===== src/rtl/fetch_pkg.sv =====
`default_nettype none
// ============================================================================
// Module   : fetch_pkg
// Brief    : Shared types and constants for the instruction-fetch sequencer.
// Revision : 1.0
// ============================================================================
package fetch_pkg;

   typedef enum logic [1:0] {
      S_IDLE  = 2'd0,
      S_FETCH = 2'd1,
      S_HOLD  = 2'd2
   } state_t;

   localparam logic [31:0] PC_INC           = 32'd4;
   localparam logic [31:0] RESET_PC_DEFAULT = 32'h0040_0020;

endpackage : fetch_pkg
`default_nettype wire


===== src/rtl/fetch_if.sv =====
`default_nettype none
// ============================================================================
// Module   : fetch_if
// Brief    : Instruction-memory and decode handshake bundle for fetch_ctrl.
// Revision : 1.0
// ============================================================================
interface fetch_if;
   logic        imem_req;
   logic [31:0] imem_addr;
   logic        imem_ack;
   logic [31:0] imem_data;
   logic [31:0] instr;
   logic [31:0] pc;
   logic        instr_valid;
   logic        instr_ready;
   logic        nPC_sel;
   logic [15:0] imm16;

   modport master (
      output imem_req, imem_addr, instr, pc, instr_valid,
      input  imem_ack, imem_data, instr_ready, nPC_sel, imm16
   );

   modport slave (
      input  imem_req, imem_addr, instr, pc, instr_valid,
      output imem_ack, imem_data, instr_ready, nPC_sel, imm16
   );
endinterface : fetch_if
`default_nettype wire


===== src/rtl/pc_next_calc.sv =====
`default_nettype none
// ============================================================================
// Module   : pc_next_calc
// Brief    : Sequential / branch next-PC adder (pc+4 plus optional word offset).
// Revision : 1.0
// ============================================================================
module pc_next_calc
   import fetch_pkg::*;
(
   input  wire logic [31:0] pc,
   input  wire logic        nPC_sel,
   input  wire logic [15:0] imm16,
   output logic      [31:0] next_pc
);

   logic [31:0] w_seq_pc;
   logic [31:0] w_offset;

   assign w_seq_pc = pc + PC_INC;
   assign w_offset = nPC_sel ? {{14{imm16[15]}}, imm16, 2'b00} : 32'd0;
   assign next_pc  = w_seq_pc + w_offset;

endmodule : pc_next_calc
`default_nettype wire


===== src/rtl/fetch_ctrl.sv =====
`default_nettype none
// ============================================================================
// Module   : fetch_ctrl
// Brief    : Stall-aware fetch sequencer owning the PC; req/ack to imem,
//            valid/ready to decode.
// Revision : 1.0
// ============================================================================
module fetch_ctrl
   import fetch_pkg::*;
#(
   parameter logic [31:0] RESET_PC = RESET_PC_DEFAULT
)(
   input  wire logic   clk,
   input  wire logic   reset,
   input  wire logic   halt,
   fetch_if.master     bus,
   output logic [31:0] fetch_count
);

   state_t      r_state;
   state_t      w_state_nxt;
   logic [31:0] r_next_pc;
   logic [31:0] r_instr;
   logic [31:0] r_pc;
   logic [31:0] r_fetch_count;
   logic [31:0] w_target_pc;
   logic        w_capture;
   logic        w_handoff;

   pc_next_calc u_pc_next_calc (
      .pc      (r_pc),
      .nPC_sel (bus.nPC_sel),
      .imm16   (bus.imm16),
      .next_pc (w_target_pc)
   );

   always_ff @(posedge clk) begin
      if (reset) begin
         r_state <= S_IDLE;
      end else begin
         r_state <= w_state_nxt;
      end
   end

   // Data registers only move on the handshake strobes decoded below.
   always_ff @(posedge clk) begin
      if (reset) begin
         r_next_pc     <= RESET_PC;
         r_instr       <= 32'd0;
         r_pc          <= RESET_PC;
         r_fetch_count <= 32'd0;
      end else begin
         if (w_capture) begin
            r_instr <= bus.imem_data;
            r_pc    <= r_next_pc;
         end
         if (w_handoff) begin
            r_next_pc     <= w_target_pc;
            r_fetch_count <= r_fetch_count + 32'd1;
         end
      end
   end

   always_comb begin
      w_state_nxt = r_state;
      w_capture   = 1'b0;
      w_handoff   = 1'b0;
      case (r_state)
         S_IDLE: begin
            if (!halt) w_state_nxt = S_FETCH;
         end
         S_FETCH: begin
            if (bus.imem_ack) begin
               w_capture   = 1'b1;
               w_state_nxt = S_HOLD;
            end
         end
         S_HOLD: begin
            if (bus.instr_ready) begin
               w_handoff   = 1'b1;
               w_state_nxt = halt ? S_IDLE : S_FETCH;
            end
         end
         default: w_state_nxt = S_IDLE;
      endcase
   end

   assign bus.imem_req    = (r_state == S_FETCH);
   assign bus.imem_addr   = r_next_pc;
   assign bus.instr_valid = (r_state == S_HOLD);
   assign bus.instr       = r_instr;
   assign bus.pc          = r_pc;
   assign fetch_count     = r_fetch_count;

endmodule : fetch_ctrl
`default_nettype wire


===== src/flat_wrapper.sv =====
// flat-port wrapper written by rule: the top's interface ports become plain ports
module fetch_ctrl_flat import fetch_pkg::*;
#(
   parameter logic [31:0] RESET_PC = RESET_PC_DEFAULT
)
  (clk, reset, halt, fetch_count, bus_imem_req, bus_imem_addr, bus_instr, bus_pc, bus_instr_valid, bus_imem_ack, bus_imem_data, bus_instr_ready, bus_nPC_sel, bus_imm16);
  fetch_if bus_i ();
  input  wire logic clk;
  input  wire logic reset;
  input  wire logic halt;
  output logic [31:0] fetch_count;
  output wire logic [$bits(bus_i.imem_req)-1:0] bus_imem_req;
  output wire logic [$bits(bus_i.imem_addr)-1:0] bus_imem_addr;
  output wire logic [$bits(bus_i.instr)-1:0] bus_instr;
  output wire logic [$bits(bus_i.pc)-1:0] bus_pc;
  output wire logic [$bits(bus_i.instr_valid)-1:0] bus_instr_valid;
  input wire logic [$bits(bus_i.imem_ack)-1:0] bus_imem_ack;
  input wire logic [$bits(bus_i.imem_data)-1:0] bus_imem_data;
  input wire logic [$bits(bus_i.instr_ready)-1:0] bus_instr_ready;
  input wire logic [$bits(bus_i.nPC_sel)-1:0] bus_nPC_sel;
  input wire logic [$bits(bus_i.imm16)-1:0] bus_imm16;
  assign bus_imem_req = bus_i.imem_req;
  assign bus_imem_addr = bus_i.imem_addr;
  assign bus_instr = bus_i.instr;
  assign bus_pc = bus_i.pc;
  assign bus_instr_valid = bus_i.instr_valid;
  assign bus_i.imem_ack = bus_imem_ack;
  assign bus_i.imem_data = bus_imem_data;
  assign bus_i.instr_ready = bus_instr_ready;
  assign bus_i.nPC_sel = bus_nPC_sel;
  assign bus_i.imm16 = bus_imm16;
  fetch_ctrl #(.RESET_PC(RESET_PC)) u_core (.clk(clk), .reset(reset), .halt(halt), .bus(bus_i), .fetch_count(fetch_count));
endmodule

===== config.mk =====
export PLATFORM = sky130hd
export DESIGN_NAME = fetch_ctrl_flat
export DESIGN_NICKNAME = d
export VERILOG_FILES = /design/src/rtl/fetch_pkg.sv /design/src/rtl/fetch_if.sv /design/src/rtl/pc_next_calc.sv /design/src/rtl/fetch_ctrl.sv /design/src/flat_wrapper.sv
export SDC_FILE = /design/constraint.sdc
export NUM_CORES = 1
export LEC_CHECK = 0
export CELL_PAD_IN_SITES_DETAIL_PLACEMENT = 0
export CELL_PAD_IN_SITES_GLOBAL_PLACEMENT = 2
export CORE_ASPECT_RATIO = 0.9
export CORE_MARGIN = 8
export CORE_UTILIZATION = 28
export DETAILED_ROUTE_END_ITERATION = 8
export PLACE_DENSITY = 0.89
export SYNTH_ARGS = -nofsm -noshare
export SYNTH_HDL_FRONTEND = slang
export SYNTH_HIERARCHICAL = 1
export SYNTH_SLANG_ARGS = --single-unit

===== constraint.sdc =====
create_clock -name clk -period 3.8 [get_ports clk]
set_input_delay 0.38 -clock clk [delete_from_list [all_inputs] [get_ports clk]]
set_output_delay 0.38 -clock clk [all_outputs]
set_load 0.1 [all_outputs]

== Yosys cells after proc, flatten, opt, wreduce, memory -nomap -nowiden ==
Cells that the tools add are included.
Operators by class
  add/sub/neg operators: 3
  eq/ne operators: 5
  mux-type cells: 10
  reductions and logical operators: 2
Operators with widths (count)
  adder 32 x 1 -> 32 bit (second input constant): 1
  adder 32 x 3 -> 32 bit (second input constant): 1
  adder 32 bit: 1
  two-way mux 32 bit: 1
  two-way mux 2 bit: 3
  case mux 2 bit (3 select lines): 1
  two-way mux 1 bit: 5
  inequality test 2 x 1 -> 1 bit (second input constant): 2
  AND reduction 3 bit: 1
  == test 2 x 1 -> 1 bit (second input constant): 1
  == test 2 bit (second input constant): 1
  logical NOT 2 bit: 1
  inequality test 2 bit (second input constant): 1
Word-level totals
  register bits: 130
  bits of input ports: 54
  output and inout bits: 130
  logic and storage cells: 25

== Logic depth before layout (Yosys ltp) ==
  word-level depth: 3
  depth in mapped cells: 16

== Modules after synthesis ==
The synthesis kept the hierarchy.
By module, submodules not included
  fetch_ctrl: instances 1, cells each 614, area an instance 4926.0 um^2, sequential area each 2602.5 um^2
  pc_next_calc: instances 1, cells each 265, area an instance 1996.9 um^2, sequential area each 0.0 um^2

== Least setup slack after synthesis ==
OpenSTA, ideal clock, no wires.
  path type: register -> register
  start point: register u_core.r_pc[3], in the netlist u_core/bus.pc[3]
  end point: register u_core.r_next_pc[31], in the netlist u_core/bus.imem_addr[31]
  setup time: 70 ps
  data arrival time: 3450 ps
  data required time: 3730 ps
  path slack: 280 ps
  stages on the path, launching flop included: 13
  clock period less this slack: 3520 ps
  path through: dfxtp_1 > ha_1 > ha_1 > fa_1 > a211oi_1 > o21ai_1 > o21ai_1 > o211ai_1 > a31o_2 > a221oi_2 > xnor2_1 > nand2_1 > a21oi_1
On the way
  cells in the longest elaborated chain, start to end: 2
RTL lines
  start, declared: RTL line fetch_ctrl.sv:24  | logic [31:0] r_pc;
  start signal, assigned: RTL line fetch_ctrl.sv:55  | r_pc <= r_next_pc;
  adder 32 x 3 -> 32 bit: RTL line pc_next_calc.sv:19  | assign w_seq_pc = pc + PC_INC;
  adder 32 bit: RTL line pc_next_calc.sv:21  | assign next_pc = w_seq_pc + w_offset;
  via u_core.w_target_pc[31]: RTL line fetch_ctrl.sv:26  | logic [31:0] w_target_pc;
  end signal, assigned: RTL line fetch_ctrl.sv:58  | r_next_pc <= w_target_pc;
  end, declared: RTL line fetch_ctrl.sv:22  | logic [31:0] r_next_pc;
The timed path passes the listed nets, and every way through them passes these cells.
A chain may end at the register's enable or synchronous reset.

== Final worst setup path ==
  start point: input bus_nPC_sel
  end point: register u_core.r_next_pc[27], in the netlist u_core/bus.imem_addr[27]
On the way
  cells in the longest elaborated chain, start to end: 2
RTL lines
  start, declared: RTL line flat_wrapper.sv:20  | input wire logic [$bits(bus_i.nPC_sel)-1:0] bus_nPC_sel;
  two-way mux 32 bit: RTL line pc_next_calc.sv:20  | assign w_offset = nPC_sel ? {{14{imm16[15]}}, imm16, 2'b00} : 32'd0;
  adder 32 bit: RTL line pc_next_calc.sv:21
  via u_core.w_target_pc[27]: RTL line fetch_ctrl.sv:26
The timed path passes the listed nets, and every way through them passes these cells.

==> impl_results.md <==
- Largest net degree at the start of global routing: 104
- Post-synthesis async set-or-reset flop share: 0%
- ANT nets after route: 0
- Cell count after synthesis: 879
- # hold bufs at CTS: 0
- Reg2Reg Depth: 12
- Area growth from synthesis to layout: 39.7%
- Root Driver: clkbuf_16
- WL per Instance: 16.3 microns
- FILL cells: 2,478
- Setup WS post-layout: 370 ps
- DR vias/cell: 4.87
- Library cells used by synthesis: 57
- Slew Limit Fails: 0
- Critical path class: in -> reg
- GP Congestion: 0.895
- Cell Pwr Density: 363 nW/um^2
- Skew final: 9.71 ps
- Synth top area cells: dfxtp_1, nand2_1, a21oi_1
- Period utilisation layout: 90.3%
- Clock transition at path regs: 60 ps
- Routed WL: 22,300 microns
- Proportion of synthesized area in mux cells: 1.28%
- GRT Residual Overflow: 0
- VDD IR-drop max: 0.000300 V
- Worst slew pin tran: 1110 ps
- Status: complete, no violations
- Core ar.: 24,300 sq um
- Rows: 54
- Synth Area in Compound Gates: 16.0%
- Post-CTS resize count: 0
- Mapped cell area: 6920 sq um
- First-pass GRT wire length: 35,900 microns
- Crit path from: bus_nPC_sel
- Mean Syn Cell Area: 7.88 sq um
- Post-Syn Nets: 978
- Fin Setup TNS: 0 ps
- Reg2reg setup slack: 680 ps
- Die height: 165 microns
- Global-route usage over all layers: 14.8%
- Data arrival time of the worst path: 3680 ps
- Worst skew pair latency: 420 ps
- Startpoint Class: input port
- DRT iter0 DRCs: 313
- Vias in the first global route: 6,689
- Rel. slew slack: 25.8%
- Detailed Place HPWL: 16,000 microns
- Leakage: 3.59 nW
- Post-CTS Setup Bufs: 0
- Htree depth: 4
- Worst Setup End Kind: flip-flop
- Drt pass-1 iters: 5
- Worst Path Max Fanout: 10
- Initial Util: 28.5%
- Required @ worst endpoint: 4050 ps
- DP Worst Slack: 17.7 ps
- # port buffers: 183
- Yosys warns: 6
- NumNets Final: 1,150
- Largest family of logic cells by synthesized area: simple AND/OR/NAND/NOR gates
- N_diodes: 0
- # clock sinks: 130
- Final min period: 3430 ps
- Total CTS buffers: 17
- Reg-to-Reg Start: u_core/bus.pc[3]
- Top cell type by total area after synthesis: dfxtp_1
- Die ar.: 30,000 sq um
- Fmax: 292 MHz
- Simple logic cell fraction of the synthesized area: 25.6%
- Unrepaired setup endpoints after global routing: no
- Number of enable flip-flop cells after synthesis: 0
- Die W: 182 microns
- CTS tree: done
- Max cap viols: 0
- CP endpoint: u_core/bus.imem_addr[27]
- Xor/xnor cell area share of the yosys netlist: 6.71%
- Endpoints failing setup: 0
- Layout cells sized above 1: 6.95%
- Seq/Total Area, Yosys: 37.6%
- Reg2reg end: u_core/bus.imem_addr[27]
- Worst Hold Class: reg -> reg
- Clock Tree Buf Depth: 2
- Fin. Hold Viols: 0
- Initial antenna violation count: 0
- Fraction of the mapped netlist area in adder cells: 8.24%
- WHS Path Cells: 2
- #FFs+latches synth: 130
- Via Count: 6,683
- Top Ports: 184
- Share of the synthesized area in the top cell type: 37.6%
- DRC: 0
- Ys flop type: dfxtp_1
==> critical path, stage by stage <==
cell and delay [ps]:
clkdlybuf4s50_1 400, buf_4 170, and2_1 140, ha_1 270, ha_1 230, fa_1 410, a211oi_1 250, o21ai_1 120
o21ai_1 210, o211ai_1 220, a211oi_2 340, o211ai_1 210, xor2_1 180, nand2_1 80, a21oi_1 60
==> logic make-up after synthesis <==
kind of cell / after synthesis
AND/OR/NAND/NOR: 381
buffers and inverters: 69
adder cells (fa/ha/maj): 45
flip-flops: 130
AO/OA/AOI/OAI: 193
multiplexers: 8
XOR/XNOR: 53
==> power by group <==
part           leakage [nW]  switching (W)  total (W)  internal [W]
clock network         0.277       0.000708    0.00163      0.000924
logic                  2.26       0.000320   0.000477      0.000157
registers              1.05      0.0000155    0.00140       0.00138
==> sequential cells by signal (all words and copies together), names as in the netlist <==
signal and count:
u_core/bus.pc 32, u_core/r_state 2, u_core/fetch_count 32, u_core/bus.imem_addr 32, u_core/bus.instr 32
==> stage by stage <==
step / hold slack (ps) / utilization [%] / cell area [sq um] / cells / power [W]
2_1_floorplan: 480 / - / 6920 / 879 / 0.00175
3_3_place_gp: 441 / 37.5 / 9100 / 1340 / 0.00191
3_5_place_dp: 445 / 37.5 / 9100 / 1340 / 0.00191
4_1_cts: 454 / 39.9 / 9670 / 1372 / 0.00357
5_1_grt: 474 / 39.9 / 9670 / 1372 / 0.00366
6_report: 453 / 39.9 / 9670 / 1372 / 0.00351
==> synth_stat cells (all sizes together) (5+ instances only) <==
cell type,number
nand4,15
nand2,225
a31oi,5
and2,20
o211ai,5
nor2b,12
buf,17
nor2,28
inv,12
a21oi,131
mux2,7
dfxtp,130
nand3b,5
nand3,16
a211oi,5
clkbuf,37
or3,11
or4,7
o21ai,22
o31ai,8
nor4,6
xor2,20
and3,19
ha,44
nor3,8
xnor2,33
==> placed cells by master (no fill, tap or decap), types with 17 or more instances in the layout <==
master,netlist,final
a21oi_1,131,131
and2_1,20,19
and3_1,17,17
buf_4,3,26
clkbuf_16,0,17
clkdlybuf4s50_1,0,182
dfxtp_1,130,130
ha_1,44,44
nand2_1,225,224
nor2_1,28,28
o21ai_0,18,18
xnor2_1,33,33
xor2_1,20,20
==> how the worst min path moves through the flow <==
stage,from,end,slack [ps]
final,u_core/bus.instr[30],u_core/bus.instr[30],450
after global routing,u_core/bus.instr[9],u_core/bus.instr[9],470
after CTS,u_core/bus.instr[12],u_core/bus.instr[12],450
after detailed placement,u_core/bus.instr[12],u_core/bus.instr[12],450
after global placement,u_core/bus.instr[15],u_core/bus.instr[15],440
after floorplan,halt,u_core/r_state[0],480
==> layer usage <==
layer | GRT usage, % | vias to the layer above | wire length, microns
li1 | - | 3362 | -
met1 | 18.6 | 3121 | 10200
met2 | 23.6 | 181 | 10100
met3 | 5.51 | 19 | 1820
met4 | 3.98 | 0 | 238
met5 | 0 | - | 0
==> area by class of cell <==
type,instances,area [sq um],area share (%)
multi-input combinational,680,4010,41.4
sequential,130,2600,26.9
timing repair buffer,210,2060,21.3
clock buffer,18,429,4.44
tap,308,385,3.98
clock inverter,14,146,1.51
inverter,12,45.0,0.466
No activity file was read; power rests on OpenSTA's default activity.
